File: src/rtl/dshot_arming_controller.sv
// Arming/failsafe sequencer between the DShot frame decoder and the motor PWM stage.
// Handles arming, throttle pass-through, link timeout, direction commands and beep requests.
module dshot_arming_controller #(
    parameter int unsigned TIMEOUT_CYCLES = 1200000,
    parameter int unsigned ARM_FRAMES     = 10,
    parameter int unsigned CMD_REPEAT     = 6,
    parameter int unsigned BEEP_CYCLES    = 4800000
) (
    input  logic        clk,
    input  logic        rst_n,
    input  logic        frame_valid,
    input  logic [10:0] frame_value,
    output logic [7:0]  motor_speed,
    output logic        armed,
    output logic        failsafe,
    output logic        reversed,
    output logic        beep_active,
    output logic [2:0]  beep_tone
);

    localparam int unsigned TW = $clog2(TIMEOUT_CYCLES + 1);
    localparam int unsigned AW = $clog2(ARM_FRAMES + 1);
    localparam int unsigned RW = $clog2(CMD_REPEAT + 1);
    localparam int unsigned BW = (BEEP_CYCLES > 1) ? $clog2(BEEP_CYCLES) : 1;

    typedef enum logic [1:0] {
        DISARMED,
        ARMED,
        FAILSAFE
    } state_t;

    state_t          state, state_next;
    logic [AW-1:0]   arm_cnt, arm_cnt_next;
    logic [TW-1:0]   timer, timer_next;
    logic [RW-1:0]   rep_cnt, rep_cnt_next;
    logic [10:0]     last_cmd, last_cmd_next;
    logic [BW-1:0]   beep_cnt, beep_cnt_next;
    logic [7:0]      speed_next;
    logic            reversed_next;
    logic            beep_active_next;
    logic [2:0]      beep_tone_next;

    logic            is_cmd, is_dir, is_beep, same_cmd, expired, dir_fire;
    logic [7:0]      throttle_speed;

    assign is_cmd         = frame_value < 11'd48;
    assign is_dir         = frame_valid && (frame_value == 11'd7  || frame_value == 11'd8 ||
                                            frame_value == 11'd20 || frame_value == 11'd21);
    assign is_beep        = frame_valid && frame_value >= 11'd1 && frame_value <= 11'd5;
    assign same_cmd       = (last_cmd == frame_value) && (rep_cnt != '0);
    assign expired        = !frame_valid && (timer >= TW'(TIMEOUT_CYCLES - 1));
    assign throttle_speed = 8'((frame_value - 11'd48) >> 3);

    // Fires only on the edge the streak first reaches CMD_REPEAT, not on later saturated repeats.
    assign dir_fire = is_dir && (rep_cnt_next == RW'(CMD_REPEAT)) &&
                      !(same_cmd && rep_cnt == RW'(CMD_REPEAT));

    always_comb begin
        state_next       = state;
        arm_cnt_next     = arm_cnt;
        speed_next       = motor_speed;
        rep_cnt_next     = rep_cnt;
        last_cmd_next    = last_cmd;
        reversed_next    = reversed;
        beep_active_next = beep_active;
        beep_cnt_next    = beep_cnt;
        beep_tone_next   = beep_tone;

        if (frame_valid)
            timer_next = '0;
        else if (timer == TW'(TIMEOUT_CYCLES))
            timer_next = timer;
        else
            timer_next = timer + TW'(1);

        case (state)
            DISARMED: begin
                speed_next = '0;
                if (frame_valid) begin
                    if (!is_cmd) begin
                        arm_cnt_next = '0;
                    end else if (arm_cnt == AW'(ARM_FRAMES - 1)) begin
                        state_next   = ARMED;
                        arm_cnt_next = '0;
                    end else begin
                        arm_cnt_next = arm_cnt + AW'(1);
                    end
                end
            end
            ARMED: begin
                if (frame_valid) begin
                    speed_next = is_cmd ? '0 : throttle_speed;
                end else if (expired) begin
                    state_next = FAILSAFE;
                    speed_next = '0;
                end
            end
            FAILSAFE: begin
                speed_next = '0;
                if (frame_valid && is_cmd) begin
                    state_next   = DISARMED;
                    arm_cnt_next = AW'(1);
                end
            end
            default: begin
                state_next = DISARMED;
                speed_next = '0;
            end
        endcase

        if (frame_valid) begin
            last_cmd_next = frame_value;
            if (!is_dir)
                rep_cnt_next = '0;
            else if (!same_cmd)
                rep_cnt_next = RW'(1);
            else if (rep_cnt != RW'(CMD_REPEAT))
                rep_cnt_next = rep_cnt + RW'(1);
        end

        if (dir_fire && motor_speed == '0)
            reversed_next = (frame_value == 11'd8) || (frame_value == 11'd21);

        if (is_beep && state != ARMED) begin
            beep_active_next = 1'b1;
            beep_cnt_next    = BW'(BEEP_CYCLES - 1);
            beep_tone_next   = frame_value[2:0];
        end else if (beep_active) begin
            if (beep_cnt == '0) begin
                beep_active_next = 1'b0;
                beep_tone_next   = '0;
            end else begin
                beep_cnt_next = beep_cnt - BW'(1);
            end
        end
    end

    always_ff @(posedge clk or negedge rst_n) begin
        if (!rst_n) begin
            state       <= DISARMED;
            arm_cnt     <= '0;
            timer       <= '0;
            rep_cnt     <= '0;
            last_cmd    <= '0;
            beep_cnt    <= '0;
            motor_speed <= '0;
            reversed    <= 1'b0;
            beep_active <= 1'b0;
            beep_tone   <= '0;
        end else begin
            state       <= state_next;
            arm_cnt     <= arm_cnt_next;
            timer       <= timer_next;
            rep_cnt     <= rep_cnt_next;
            last_cmd    <= last_cmd_next;
            beep_cnt    <= beep_cnt_next;
            motor_speed <= speed_next;
            reversed    <= reversed_next;
            beep_active <= beep_active_next;
            beep_tone   <= beep_tone_next;
        end
    end

    assign armed    = (state == ARMED);
    assign failsafe = (state == FAILSAFE);

endmodule

File: config.mk
export PLATFORM = sky130hd
export DESIGN_NAME = dshot_arming_controller
export DESIGN_NICKNAME = d
export VERILOG_FILES = /design/src/rtl/dshot_arming_controller.sv
export SDC_FILE = /design/constraint.sdc
export NUM_CORES = 1
export LEC_CHECK = 0
export BUFFER_PORTS_ARGS = -buffer_cell sky130_fd_sc_hd__buf_2
export CORE_MARGIN = 8
export CORE_UTILIZATION = 40
export DETAILED_ROUTE_END_ITERATION = 6
export HOLD_SLACK_MARGIN = 0.06
export PLACE_DENSITY = 0.59
export SLEW_MARGIN = 0
export SYNTH_ARGS = -nofsm -noshare
export SYNTH_HDL_FRONTEND = slang
export SYNTH_SLANG_ARGS = --single-unit
File: constraint.sdc
create_clock -name clk -period 3.17 [get_ports clk]
set_clock_uncertainty 0.1 [all_clocks]
set_input_delay 0.7925 -clock clk [delete_from_list [all_inputs] [get_ports clk]]
set_output_delay 0.7925 -clock clk [all_outputs]
set_load 0.005 [all_outputs]
==> key figures, run 1 <==
Finish
  – Most frequent cells in the layout: dfrtp_1 (77), nor2_1 (38), xor2_1 (27), buf_2 (27), nand3_1 (23)
  – ANT cells: 0
  – Final net count: 484
  – Share of cells above drive strength 1: 17.0%
  – # fillers: 957
  – Area Growth Syn to Fin: 13.3%
  – Most common cell after layout, fill and taps aside: dfrtp_1
  – Fin util: 46.3%
  – Post-route cell area: 4740 sq um

CTS
  – Cts bufs inserted: 9
  – CTS tree: done
  – Num Clock Sinks: 77
  – Worst skew pair latency: 0.36 ns
  – Clock root buffer: clkbuf_8
  – Reg clk slew, reported paths: 0.08 ns
  – Post CTS Setup Buffer Count: 0
  – Max clock buf depth: 2
  – Cells resized by post-CTS repair: 0
  – H-tree Lvls: 3
  – Cts hold-fix bufs: 0

Floorplanning
  – I/O pin total: 29
  – Starting Density: 40.9%
  – DIE WIDTH: 118 um
  – Die H: 118 um
  – Die area: 14000 sq um
  – Row cnt: 37
  – Core ar.: 10200 sq um

Synthesis
  – Synthesized Nets: 452
  – Share of the synthesized area in the top cell type: 46.0%
  – Syn avg cell area: 9.80 sq um
  – Yosys top cell by area: dfrtp_1
  – Syn. warnings: 0
  – EDFF count, synth: 0
  – Synth unique cells: 51
  – Fraction of registers with async set/reset: 100%
  – Mapped Area: 4190 sq um
  – Register area share after synthesis: 46.0%
  – Dominant synthesized flop cell: dfrtp_1
  – Seq cells post-synth: 77
  – Ranking of synthesized cells by area: dfrtp_1 (46%), xor2_1 (5.6%), nor2_1 (3.4%), ha_1 (3.3%), mux2_2 (3.2%)
  – Gate Count Post-Synth: 427

GRT
  – Initial antenna violation count: 0
  – Vias in the first global route: 3355
  – First-pass GRT wire length: 16800 um
  – Tot GR Track Use: 14.5%
  – Pin count of the biggest net entering global routing: 42
  – Global route overflow: 0

Critical path
  – Slowest CP cell: or4_1
  – Req. time, crit path: 3.36 ns
  – Crit path max fanout: 8
  – Crit-path max cell delay: 0.58 ns
  – Crit-path cells: or4_4 -> or4_1 -> or3_4 -> or4_1 -> a21oi_1
  – CP Capture Type: register
  – Most frequent CP cell: or4_1
  – Kind of cell adding the most delay to the critical path: simple AND/OR/NAND/NOR gates
  – Worst endpoint data arrival time: 2.98 ns
  – Critical path buffers and inverters: 0
  – Crit Path Category: reg -> reg
  – CP startpoint kind: register

STA
  – FMAX: 359 MHz
  – Setup WS post-layout: 0.381 ns
  – Slew @ Worst Pin: 0.703 ns
  – Fin. Hold Viols: 0
  – Worst hold margin: 0.306 ns
  – Setup TNS: 0 ns
  – Unrepaired setup endpoints after global routing: false
  – Slew Limit Fails: 0
  – Max-slew headroom: 52.7%
  – Final worst path period need: 2.79 ns
  – # setup viols final: 0
  – Period utilisation layout: 88.0%

Power and ir drop
  – Leakage: 0.00192 uW
  – PwrDens: 461 nW/um^2
  – VDD IR max: 243 uV

Drt
  – Vias/cell: 5.50
  – Number of nets with antenna violations after routing: 0
  – Drt initial violations: 236
  – Detailed Routing Iterations Pass 1: 4
  – Drt wl/cell: 15.8 um
  – Total length of routed wires: 9460 um
  – Residual DRC: 0
  – Via Count: 3298

Worst hold path
  – Hold crit path type: in -> async

Place
  – RD Place Congestion: 0.915
  – DP Area: 4520 sq um
  – Port-buffer cells: 28
  – Setup WS pre-CTS: 0.211 ns
  – Detailed placement HPWL: 6650 um

Run
  – Max_cap viols: 0

Outcome
  – Status: finished, final reports clean
==> metrics by stage <==
step,std cells,power [uW]
finish,600,2190
floorplan,427,1260
detailed placement,584,1350
global placement,584,1350
global route,600,2300
CTS,600,2220
==> Yosys cell counts, drive strengths merged (12+ instances only) <==
library cell / instances
nor4: 14
nand2: 22
nand3: 23
clkbuf: 15
xnor2: 12
mux2: 12
dfrtp: 77
nor2: 38
nor3: 12
xor2: 27
a21oi: 14
or3: 12
a22o: 12
inv: 14
o21ai: 17
==> state kept, by name, indices dropped and copies added (netlist names) <==
signal,flops
beep_cnt,23
timer,21
last_cmd,11
motor_speed,8
arm_cnt,4
beep_tone,3
rep_cnt,3
state,2
beep_active,1
reversed,1
==> kinds of logic (layout without fill, tap and decap cells) <==
kind of cell | count (synthesis) | in the layout | share of synthesized area, %
and+or+nand+nor | 171 | 171 | 22.2
AOI/OAI and AO/OA | 81 | 81 | 13.4
DFF | 77 | 77 | 46.0
xor gates and xnor gates | 39 | 39 | 8.16
buffers and inverters | 33 | 70 | 2.99
muxes | 15 | 15 | 3.95
adders and majority gates | 11 | 11 | 3.29
==> power breakdown <==
part / internal [uW] / total, uW / switching [uW] / leakage (uW)
sequential: 1050 / 1110 / 59.5 / 0.000921
combinational: 101 / 225 / 124 / 0.000881
clock: 484 / 856 / 371 / 0.000116
total: 1630 / 2190 / 555 / 0.00192
==> per-layer routing <==
layer	GRT usage, %	wire [um]
met1	19.3	4580
met2	22.3	4410
met3	4.24	320
met4	4.72	146
met5	0	0
==> path summary, 6_finish.rpt <==
check                                         start                  endpoint  slack, ns  cells after the start
setup / recovery           beep_cnt[15]$_DFFE_PN0P_  beep_cnt[21]$_DFFE_PN0P_       0.38                      5
hold / removal                                rst_n  beep_cnt[14]$_DFFE_PN0P_       0.31                      1
setup reg to reg           beep_cnt[15]$_DFFE_PN0P_  beep_cnt[21]$_DFFE_PN0P_       0.38                      5
max in group asynchronous                     rst_n  beep_cnt[11]$_DFFE_PN0P_       1.99                      2
min in group clk           beep_tone[0]$_DFFE_PN0P_  beep_tone[0]$_DFFE_PN0P_       0.41                      1
hold reg to reg            beep_tone[0]$_DFFE_PN0P_  beep_tone[0]$_DFFE_PN0P_       0.41                      1
==> final cells by class <==
type | count | area, sq um | area share [%]
multi-input combinational | 317 | 2130 | 45.0
sequential | 77 | 1930 | 40.6
timing repair buffer | 40 | 233 | 4.91
tap | 136 | 170 | 3.59
clock buffer | 12 | 155 | 3.27
clock inverter | 4 | 70.1 | 1.48
inverter | 14 | 52.6 | 1.11
Power figures use the tool's default switching activity.
==> inputs of run 2 (changes only) <==
==> constraint.sdc (replaced) <==
create_clock -name clk -period 3.17 [get_ports clk]
set_clock_uncertainty 0.1 [all_clocks]
set_input_delay 0 -clock clk [delete_from_list [all_inputs] [get_ports clk]]
set_output_delay 0 -clock clk [all_outputs]
set_load 0.005 [all_outputs]
==> run 2 against run 1 <==
Compared with the run above: wire length fell by 0.25%; combinational power rose by 4%; total power fell by 10%; critical endpoint unchanged; highest routed layer unchanged.
==> key figures, run 2 (same netlist as run 1, synthesis figures left out) <==
CTS
  – Cts bufs inserted: 9 (unchanged)
  – CTS tree: done (unchanged)
  – Reg clk slew, reported paths: 0.07 ns (was 0.08 ns)
  – Cells resized by post-CTS repair: 0 (unchanged)
  – Post CTS Setup Buffer Count: 0 (unchanged)
  – Clock root buffer: clkbuf_8 (unchanged)
  – Cts hold-fix bufs: 13 (was 0)
  – H-tree Lvls: 3 (unchanged)
  – Worst skew pair latency: 0.35 ns (was 0.36 ns)
  – Num Clock Sinks: 77 (unchanged)
  – Max clock buf depth: 2 (unchanged)

STA
  – Slew Limit Fails: 0 (unchanged)
  – Final worst path period need: 2.76 ns (was 2.79 ns)
  – Worst hold margin: 0.233 ns (was 0.306 ns)
  – Setup TNS: 0 ns (unchanged)
  – FMAX: 362 MHz (was 359 MHz)
  – Setup WS post-layout: 0.406 ns (was 0.381 ns)
  – # setup viols final: 0 (unchanged)
  – Unrepaired setup endpoints after global routing: false (unchanged)
  – Slew @ Worst Pin: 0.977 ns (was 0.703 ns)
  – Max-slew headroom: 34.9% (was 52.7%)
  – Fin. Hold Viols: 0 (unchanged)
  – Period utilisation layout: 87.2% (was 88.0%)

Floorplanning
  – Die H: 118 um (unchanged)
  – Die area: 14000 sq um (unchanged)
  – Core ar.: 10200 sq um (unchanged)
  – DIE WIDTH: 118 um (unchanged)
  – Row cnt: 37 (unchanged)
  – Starting Density: 40.9% (unchanged)
  – I/O pin total: 29 (unchanged)

Finish
  – Area Growth Syn to Fin: 13.8% (was 13.3%)
  – Most common cell after layout, fill and taps aside: dfrtp_1 (unchanged)
  – Register with the most flip-flops: beep_cnt (unchanged)
  – ANT cells: 0 (unchanged)
  – Max reg flops: 23 (unchanged)
  – Top Registers: beep_cnt (23), timer (21), last_cmd (11) (unchanged)
  – Final net count: 493 (was 484)
  – Post-route cell area: 4760 sq um (was 4740 sq um)
  – Share of cells above drive strength 1: 15.3% (was 17.0%)
  – Most frequent cells in the layout: dfrtp_1 (77), nor2_1 (38), xor2_1 (27), buf_2 (27), nand3_1 (23) (unchanged)

GRT
  – Vias in the first global route: 3429 (was 3355)
  – First-pass GRT wire length: 16400 um (was 16800 um)
  – Initial antenna violation count: 0 (unchanged)
  – Global route overflow: 0 (unchanged)
  – Pin count of the biggest net entering global routing: 78 (was 42)
  – Tot GR Track Use: 13.9% (was 14.5%)

Power and ir drop
  – Overall power: 1970 uW (was 2190 uW)
  – Leakage: 0.00192 uW (about the same)
  – Switching pwr: 540 uW (was 555 uW)
  – VDD IR max: 237 uV (was 243 uV)
  – PwrDens: 413 nW/um^2 (was 461 nW/um^2)
  – Clock network power share: 31.8% (was 39.1%)
  – Internal Pwr Total: 1430 uW (was 1630 uW)
  – Switching Share: 27.4% (was 25.4%)
  – Sequential power share: 56.3% (was 50.6%)
  – Gate power share: 12.0% (was 10.3%)

Worst hold path
  – Hold crit path type: in -> async (unchanged)

Critical path
  – R2r setup slk: 0.41 ns (was 0.38 ns)
  – Reg2Reg Depth: 5 (unchanged)
  – Worst endpoint data arrival time: 2.93 ns (was 2.98 ns)
  – Reg2reg start: beep_cnt[15]$_DFFE_PN0P_ (unchanged)
  – CP Capture Type: register (unchanged)
  – Crit Path Category: reg -> reg (unchanged)
  – CP startpoint kind: register (unchanged)
  – Crit path max fanout: 8 (unchanged)
  – Req. time, crit path: 3.34 ns (was 3.36 ns)
  – R2r endpoint: beep_cnt[21]$_DFFE_PN0P_ (unchanged)

Drt
  – Detailed Routing Iterations Pass 1: 4 (unchanged)
  – Drt wl/cell: 15.5 um (was 15.8 um)
  – Top Metal Used: met4 (unchanged)
  – Residual DRC: 0 (unchanged)
  – Number of nets with antenna violations after routing: 0 (unchanged)
  – Via Count: 3396 (was 3298)
  – Total length of routed wires: 9440 um (was 9460 um)
  – Met1 wire length: 4460 um (was 4580 um)
  – Drt initial violations: 211 (was 236)
  – WL met2: 4490 um (was 4410 um)
  – Routed wl met3: 340 um (was 320 um)
  – Vias/cell: 5.59 (was 5.50)

Place
  – Setup WS pre-CTS: 0.454 ns (was 0.211 ns)
  – RD Place Congestion: 0.815 (was 0.915)
  – Detailed placement HPWL: 6490 um (was 6650 um)
  – DP Area: 4490 sq um (was 4520 sq um)
  – Port-buffer cells: 28 (unchanged)

Outcome
  – Status: finished, final reports clean (unchanged)

Run
  – Max_cap viols: 0 (unchanged)
-- run 2: layout make-up --
class / instances / area (sq um)
clock buffer: 11 / 131
clock inverter: 3 / 15.0
fill: 972 / 5470
inverter: 14 / 52.6
multi-input combinational: 317 / 2130
sequential: 77 / 1930
tap: 136 / 170
timing repair buffer: 49 / 333
-- run 2: worst max path at each step --
stage                                to                startpoint  slack [ns]  cells after the start
2_1_floorplan  beep_cnt[21]$_DFFE_PN0P_  beep_cnt[15]$_DFFE_PN0P_        0.57                      6
3_3_place_gp   beep_cnt[21]$_DFFE_PN0P_  beep_cnt[15]$_DFFE_PN0P_        0.49                      5
3_5_place_dp   beep_cnt[21]$_DFFE_PN0P_  beep_cnt[15]$_DFFE_PN0P_        0.45                      5
4_1_cts        beep_cnt[21]$_DFFE_PN0P_  beep_cnt[15]$_DFFE_PN0P_        0.42                      5
5_1_grt            reversed$_DFFE_PN0P_      rep_cnt[0]$_DFF_PN0_        0.31                      6
6_report       beep_cnt[21]$_DFFE_PN0P_  beep_cnt[15]$_DFFE_PN0P_        0.41                      5
-- run 2: power groups by stage --
| stage | combinational [uW] | clock, uW | sequential, uW |
|---|---|---|---|
| detailed placement | 225 | 0 | 1120 |
| global route | 264 | 685 | 1120 |
| floorplan | 146 | 0 | 1110 |
| CTS | 239 | 645 | 1110 |
| global placement | 221 | 0 | 1120 |
| finish | 235 | 625 | 1110 |
-- run 2: metrics by stage --
| step | cells | utilization [%] |
|---|---|---|
| 3_5_place_dp | 580 | 43.9 |
| 2_1_floorplan | 427 | - |
| 5_1_grt | 607 | 46.6 |
| 3_3_place_gp | 580 | 43.9 |
| 4_1_cts | 607 | 46.6 |
| 6_report | 607 | 46.6 |
-- run 2: per-layer routing --
layer  up-vias  track usage [%]
met3        14             3.52
met2        61             22.8
met4         0             4.88
met5         -                0
met1      1669             17.5
li1       1652                -
-- run 2: worst max-delay path, stage by stage, from the launching register on --
cell and delay, ns:
dfrtp_1 0.40, or4_4 0.57, or4_1 0.56, or3_4 0.39, or4_1 0.50, a21oi_1 0.17
